--- config.mk ---
export PLATFORM = sky130hd
export DESIGN_NAME = avmm_csr_bank
export DESIGN_NICKNAME = d
export VERILOG_FILES = /design/src/rtl/avmm_csr_pkg.sv /design/src/rtl/avmm_rd_pipe.sv /design/src/rtl/avmm_csr_bank.sv
export SDC_FILE = /design/constraint.sdc
export NUM_CORES = 1
export LEC_CHECK = 0
export ABC_AREA = 1
export CAP_MARGIN = 0
export CORE_UTILIZATION = 31
export CTS_CLUSTER_SIZE = 24
export DETAILED_ROUTE_END_ITERATION = 12
export PLACE_DENSITY = 0.61
export REMOVE_ABC_BUFFERS = 1
export SKIP_CTS_REPAIR_TIMING = 1
export SYNTH_ARGS = -nofsm -noshare
export SYNTH_HDL_FRONTEND = slang
export SYNTH_HIERARCHICAL = 1
export SYNTH_SLANG_ARGS = --single-unit
--- constraint.sdc ---
create_clock -name clk -period 5.64 [get_ports clk]
set_input_delay 1.128 -clock clk [delete_from_list [all_inputs] [get_ports clk]]
set_output_delay 1.128 -clock clk [all_outputs]
set_load 0.02 [all_outputs]
--- src/rtl/avmm_csr_pkg.sv ---
// Shared types, constants and the byte-enable merge helper for the CSR bank.
package avmm_csr_pkg;

  localparam int          AVMM_ADDR_W = 17;
  localparam logic [31:0] DEFAULT_ID  = 32'hA1B0_0001;

  // Merge helper works on a wide container; callers size-cast in and out.
  localparam int MERGE_MAX_W  = 256;
  localparam int MERGE_MAX_BE = MERGE_MAX_W / 8;

  localparam logic [1:0] ST_IDLE    = 2'd0;
  localparam logic [1:0] ST_ACCEPT  = 2'd1;
  localparam logic [1:0] ST_RD_WAIT = 2'd2;

  typedef enum logic [1:0] {
    IDLE    = ST_IDLE,
    ACCEPT  = ST_ACCEPT,
    RD_WAIT = ST_RD_WAIT
  } csr_state_e;

  function automatic logic [MERGE_MAX_W-1:0] be_merge(
    input logic [MERGE_MAX_W-1:0]  old_word,
    input logic [MERGE_MAX_W-1:0]  new_word,
    input logic [MERGE_MAX_BE-1:0] be
  );
    logic [MERGE_MAX_W-1:0] res;
    res = old_word;
    for (int b = 0; b < MERGE_MAX_BE; b++) begin
      if (be[b]) res[b*8 +: 8] = new_word[b*8 +: 8];
    end
    return res;
  endfunction

endpackage

--- src/rtl/avmm_rd_pipe.sv ---
// Fixed-latency read-return pipeline: valid/data shift register loaded at accept.
module avmm_rd_pipe #(
  parameter int W     = 32,
  parameter int DEPTH = 2
) (
  input  logic         clk,
  input  logic         rst,
  input  logic         in_valid,
  input  logic [W-1:0] in_data,
  output logic         out_valid,
  output logic [W-1:0] out_data
);

  logic [DEPTH-1:0] vld;
  logic [W-1:0]     dat [DEPTH];

  // Data stages only advance behind a valid, so the last stage holds after the strobe.
  always_ff @(posedge clk) begin
    if (rst) begin
      vld <= '0;
      for (int k = 0; k < DEPTH; k++) dat[k] <= '0;
    end else begin
      vld[0] <= in_valid;
      if (in_valid) dat[0] <= in_data;
      for (int k = 1; k < DEPTH; k++) begin
        vld[k] <= vld[k-1];
        if (vld[k-1]) dat[k] <= dat[k-1];
      end
    end
  end

  assign out_valid = vld[DEPTH-1];
  assign out_data  = dat[DEPTH-1];

endmodule

--- src/rtl/avmm_csr_bank.sv ---
// Avalon-MM agent register bank with byte enables and fixed-latency read return.
//   state      | meaning
//   IDLE       | waitrequest high, waiting for read or write
//   ACCEPT     | waitrequest low for one cycle; transfer completes here
//   RD_WAIT    | read in flight; last cycle carries readdatavalid
module avmm_csr_bank
  import avmm_csr_pkg::*;
#(
  parameter int                     AVMM_WIDTH = 32,
  parameter int                     BYTE_WIDTH = 4,
  parameter int                     NUM_REGS   = 16,
  parameter logic [AVMM_ADDR_W-1:0] BASE_ADDR  = 17'h0,
  parameter int                     RD_LATENCY = 2,
  parameter logic [AVMM_WIDTH-1:0]  ID_VALUE   = DEFAULT_ID
) (
  input  logic                           clk,
  input  logic                           rst,
  input  logic [AVMM_ADDR_W-1:0]         address,
  input  logic                           read,
  input  logic                           write,
  input  logic [AVMM_WIDTH-1:0]          writedata,
  input  logic [BYTE_WIDTH-1:0]          byteenable,
  output logic [AVMM_WIDTH-1:0]          readdata,
  output logic                           readdatavalid,
  output logic                           waitrequest,
  output logic [NUM_REGS*AVMM_WIDTH-1:0] cfg_regs,
  output logic                           protocol_err
);

  localparam int                CNT_W    = 4;
  localparam logic [CNT_W-1:0]  LAT_INIT = CNT_W'(RD_LATENCY - 1);

  logic [1:0]                   state;
  logic [CNT_W-1:0]             lat_cnt;
  logic [AVMM_WIDTH-1:0]        regs [1:NUM_REGS-1];

  logic [AVMM_ADDR_W-1:0]       idx;
  logic [31:0]                  idx_w;
  logic                         in_range;
  logic [AVMM_WIDTH-1:0]        rd_word;
  logic [AVMM_WIDTH-1:0]        merged;
  logic                         rd_start;

  assign idx      = address - BASE_ADDR;
  assign idx_w    = 32'(idx);
  assign in_range = (address >= BASE_ADDR) && (idx_w < 32'(NUM_REGS));

  // Register 0 is the constant ID; out-of-range reads return zero.
  always_comb begin
    rd_word = '0;
    if (in_range) begin
      if (idx_w == 32'd0) rd_word = ID_VALUE;
      for (int i = 1; i < NUM_REGS; i++) begin
        if (idx_w == 32'(i)) rd_word = regs[i];
      end
    end
  end

  assign merged = AVMM_WIDTH'(be_merge(MERGE_MAX_W'(rd_word),
                                       MERGE_MAX_W'(writedata),
                                       MERGE_MAX_BE'(byteenable)));

  assign rd_start = (state == ST_ACCEPT) && read && !write;

  always_ff @(posedge clk) begin
    if (rst) begin
      state        <= ST_IDLE;
      waitrequest  <= 1'b1;
      lat_cnt      <= '0;
      protocol_err <= 1'b0;
      for (int i = 1; i < NUM_REGS; i++) regs[i] <= '0;
    end else begin
      case (state)
        ST_IDLE: begin
          if (read || write) begin
            state       <= ST_ACCEPT;
            waitrequest <= 1'b0;
          end
        end
        ST_ACCEPT: begin
          waitrequest <= 1'b1;
          state       <= ST_IDLE;
          if (write) begin
            for (int i = 1; i < NUM_REGS; i++) begin
              if (in_range && idx_w == 32'(i)) regs[i] <= merged;
            end
            // A concurrent read is dropped; the write wins.
            if (!in_range || read) protocol_err <= 1'b1;
          end else if (read) begin
            if (!in_range) protocol_err <= 1'b1;
            lat_cnt <= LAT_INIT;
            state   <= ST_RD_WAIT;
          end
        end
        ST_RD_WAIT: begin
          if (lat_cnt == '0) state   <= ST_IDLE;
          else               lat_cnt <= lat_cnt - CNT_W'(1);
        end
        default: begin
          state       <= ST_IDLE;
          waitrequest <= 1'b1;
        end
      endcase
    end
  end

  avmm_rd_pipe #(
    .W     (AVMM_WIDTH),
    .DEPTH (RD_LATENCY)
  ) u_rd_pipe (
    .clk       (clk),
    .rst       (rst),
    .in_valid  (rd_start),
    .in_data   (rd_word),
    .out_valid (readdatavalid),
    .out_data  (readdata)
  );

  assign cfg_regs[0 +: AVMM_WIDTH] = ID_VALUE;
  for (genvar g = 1; g < NUM_REGS; g++) begin : g_cfg
    assign cfg_regs[g*AVMM_WIDTH +: AVMM_WIDTH] = regs[g];
  end

endmodule

==> impl_metrics.json <==
{
  "finalCoreUtilization_pct": 41.5,
  "htreeDepth": 3,
  "hold_viol_final": 0,
  "p_per_area_nw_per_um2": 271,
  "ios": 604,
  "start_util_pct": 31.5,
  "vias": 25500,
  "worstSetupEndpointType": "register",
  "synth.avg_cell_area_um2": 9.39,
  "critPathLaunchType": "primary input",
  "path_class": "in2reg",
  "grt-ovfl-total": 0,
  "ys_types": 53,
  "num_rows": 110,
  "critPathBufInv": 6,
  "final.min_clock_period_ns": 4.76,
  "dr.pass1.iters": 6,
  "area_growth_pct": 32.0,
  "routed_wl_mm": 137,
  "clk-insertion-delay-late_ns": 0.63,
  "period_share_pct": 84.5,
  "crit_arrival_ns": 5.23,
  "synth.ff_latch_count": 554,
  "dp_hpwl_mm": 102,
  "fillers": 8867,
  "total_power_mw": 10.2,
  "layout_setup_ws_ns": 0.877,
  "diodes": 0,
  "multi_input_area_um2": 9720,
  "slowest_delay_ns": 0.53,
  "max_freq_mhz": 210,
  "root_buffer": "clkbuf_16",
  "seqCellArea_um2": 16500,
  "worst_pin_slew_ns": 1.22,
  "drt_iter0_drc": 2799,
  "cts.sinks": 554,
  "grt_start_max_net_pins": 50,
  "via_per_inst": 5.33,
  "antenna_found_initial": 3,
  "grt_pass1_wl_mm": 189,
  "ant_nets": 0,
  "path_max_fanout": 19,
  "drc": 0,
  "clk_pin_slew_worst_paths_ns": 0.06,
  "crit_required_ns": 6.11,
  "clock_path_buffers": 3,
  "place_ws_ns": 0.351,
  "portBuffers": 571,
  "cts_buffers": 68,
  "synth_warnings": 6,
  "die_h_um": 305,
  "hp-class": "reg2reg",
  "die_area_um2": 93100,
  "drive_above_1_share_pct": 11.7,
  "fin_nets": 3603,
  "wl_met2_mm": 65.4,
  "wl_met1_mm": 50.9,
  "netlist_area_um2": 28500,
  "drv_cap": 0,
  "instances_no_fill": 4775,
  "setup_violations": 0,
  "grt_usage_pct": 28.7,
  "wl_met3_mm": 16.0,
  "slowest_stage": "clkinv_1",
  "core_um2": 90600,
  "yosysSeqAreaShare_pct": 58.1,
  "wl_per_cell_um": 28.8,
  "crit_chain": "clkdlybuf4s50_1, nor2_1, nand2_2, buf_4, inv_2, nand2_1, nor3_1, clkinv_1, nor3_1, clkinv_1, buf_4, a21oi_1",
  "highest_layer": "met5",
  "crit_family": "buffers and inverters",
  "leakage_nw": 13.7,
  "maxSlewHeadroom_pct": 18.3,
  "place_inst": 4651,
  "skew_ns": 0.0267,
  "cts_tree": "done",
  "status": "complete, no violations",
  "die_w_um": 305,
  "report.final.slew_viol_count": 0,
  "rsz0062_at_grt": "false",
  "postSynthCellCount": 3032,
  "grt_pass1_vias": 24400,
  "gp_congestion": 0.957,
  "vdd_ir_drop_max_v": 0.000201
}
## through the flow
stage	hold slack, ns	TNS (ns)	area (um^2)
6_report	0.455	0	37600
5_1_grt	0.506	0	37600
4_1_cts	0.457	0	37600
3_3_place_gp	0.451	0	35300
3_5_place_dp	0.445	0	35300
2_1_floorplan	0.422	-26.22	27100
## power breakdown
part           total, mW  internal (mW)  switching, mW
registers           4.77           4.66          0.116
clock network       4.53           2.64           1.89
logic              0.882          0.296          0.586
total               10.2           7.59           2.59
## final timing paths
path | from | end | slack, ns | depth (start not counted)
worst max-delay path | address[6] | regs[0][114] | 0.88 | 12
worst min-delay path | state[1] | state[0] | 0.46 | 1
worst max register to register | regs[0][126] | regs[0][94] | 2.63 | 12
worst min register to register | state[1] | state[0] | 0.46 | 1
## routing by layer
layer | vias to the layer above | GRT usage, %
met5 | - | 0
met4 | 4 | 9.89
met3 | 242 | 9.63
met2 | 1507 | 48.2
met1 | 12500 | 34.1
li1 | 11200 | -
## cell families after synthesis
family          synth area share [%]
fa+ha+maj                     0.0439
other cells                   0.0264
compound gates                  10.2
simple gates                    22.7
buf+inv                         8.92
flops                           58.1
## cell type report
type | instances | area share [%]
Timing Repair Buffer | 666 | 17.6
Multi-Input combinational cell | 1990 | 25.9
Sequential cell | 554 | 44.0
Clock buffer | 82 | 4.72
Clock inverter | 42 | 1.27
Tap cell | 1176 | 3.91
Inverter | 265 | 2.66
## synthesized netlist by cell type (all sizes together)
cell type	instances	area (um^2)
a211oi	1	7.51
a21boi	7	52.6
a21o	1	7.51
a21oi	385	2080
a22oi	1	7.51
and2	4	25.0
and3	2	12.5
buf	159	1190
clkbuf	94	353
clkinv	5	18.8
conb	2	7.51
dfxtp	10	200
edfxtp	544	16300
ha	1	12.5
inv	260	981
nand2	563	2230
nand3	113	703
nand3b	2	15.0
nand4	96	631
nor2	536	2210
nor3	39	218
nor3b	3	22.5
nor4	9	68.8
o2111ai	3	26.3
o211ai	9	67.6
o21ai	122	626
o21bai	1	7.51
o22ai	4	25.0
o311ai	1	8.76
or2	55	344
## layout by cell type (no fill, tap or decap), types with 4 or more instances in the layout
cell type	Yosys	final
inv_2	17	19
nand3_2	15	16
a21oi_2	40	40
nand2_2	25	25
or2_2	49	49
nand4_1	94	94
nor2_1	500	496
a21boi_0	7	7
clkdlybuf4s50_1	0	571
o21ai_0	96	81
nand3_1	93	92
clkbuf_1	94	13
inv_1	242	238
o21ai_4	1	16
and2_1	4	4
a21oi_1	345	345
dfxtp_1	10	10
conb_1	2	32
or2_0	5	5
nand2_1	531	531
nand3_4	5	5
clkbuf_16	0	69
nand2_4	7	7
clkinv_1	5	18
nor2_4	18	20
buf_12	1	15
nor2_2	17	19
bufinv_16	0	8
edfxtp_1	544	544
nor4_1	7	6
o22ai_1	4	4
o21ai_1	24	24
o211ai_1	9	9
buf_4	93	80
clkinv_2	0	14
nor3_1	37	37
## flip-flops by register name (all words and copies together), names as in the netlist
name           cells
u_rd_pipe/dat     64
regs             480
state              2
u_rd_pipe/vld      2
waitrequest        1
protocol_err       1
lat_cnt            4
No activity file was read; power rests on OpenSTA's default activity.
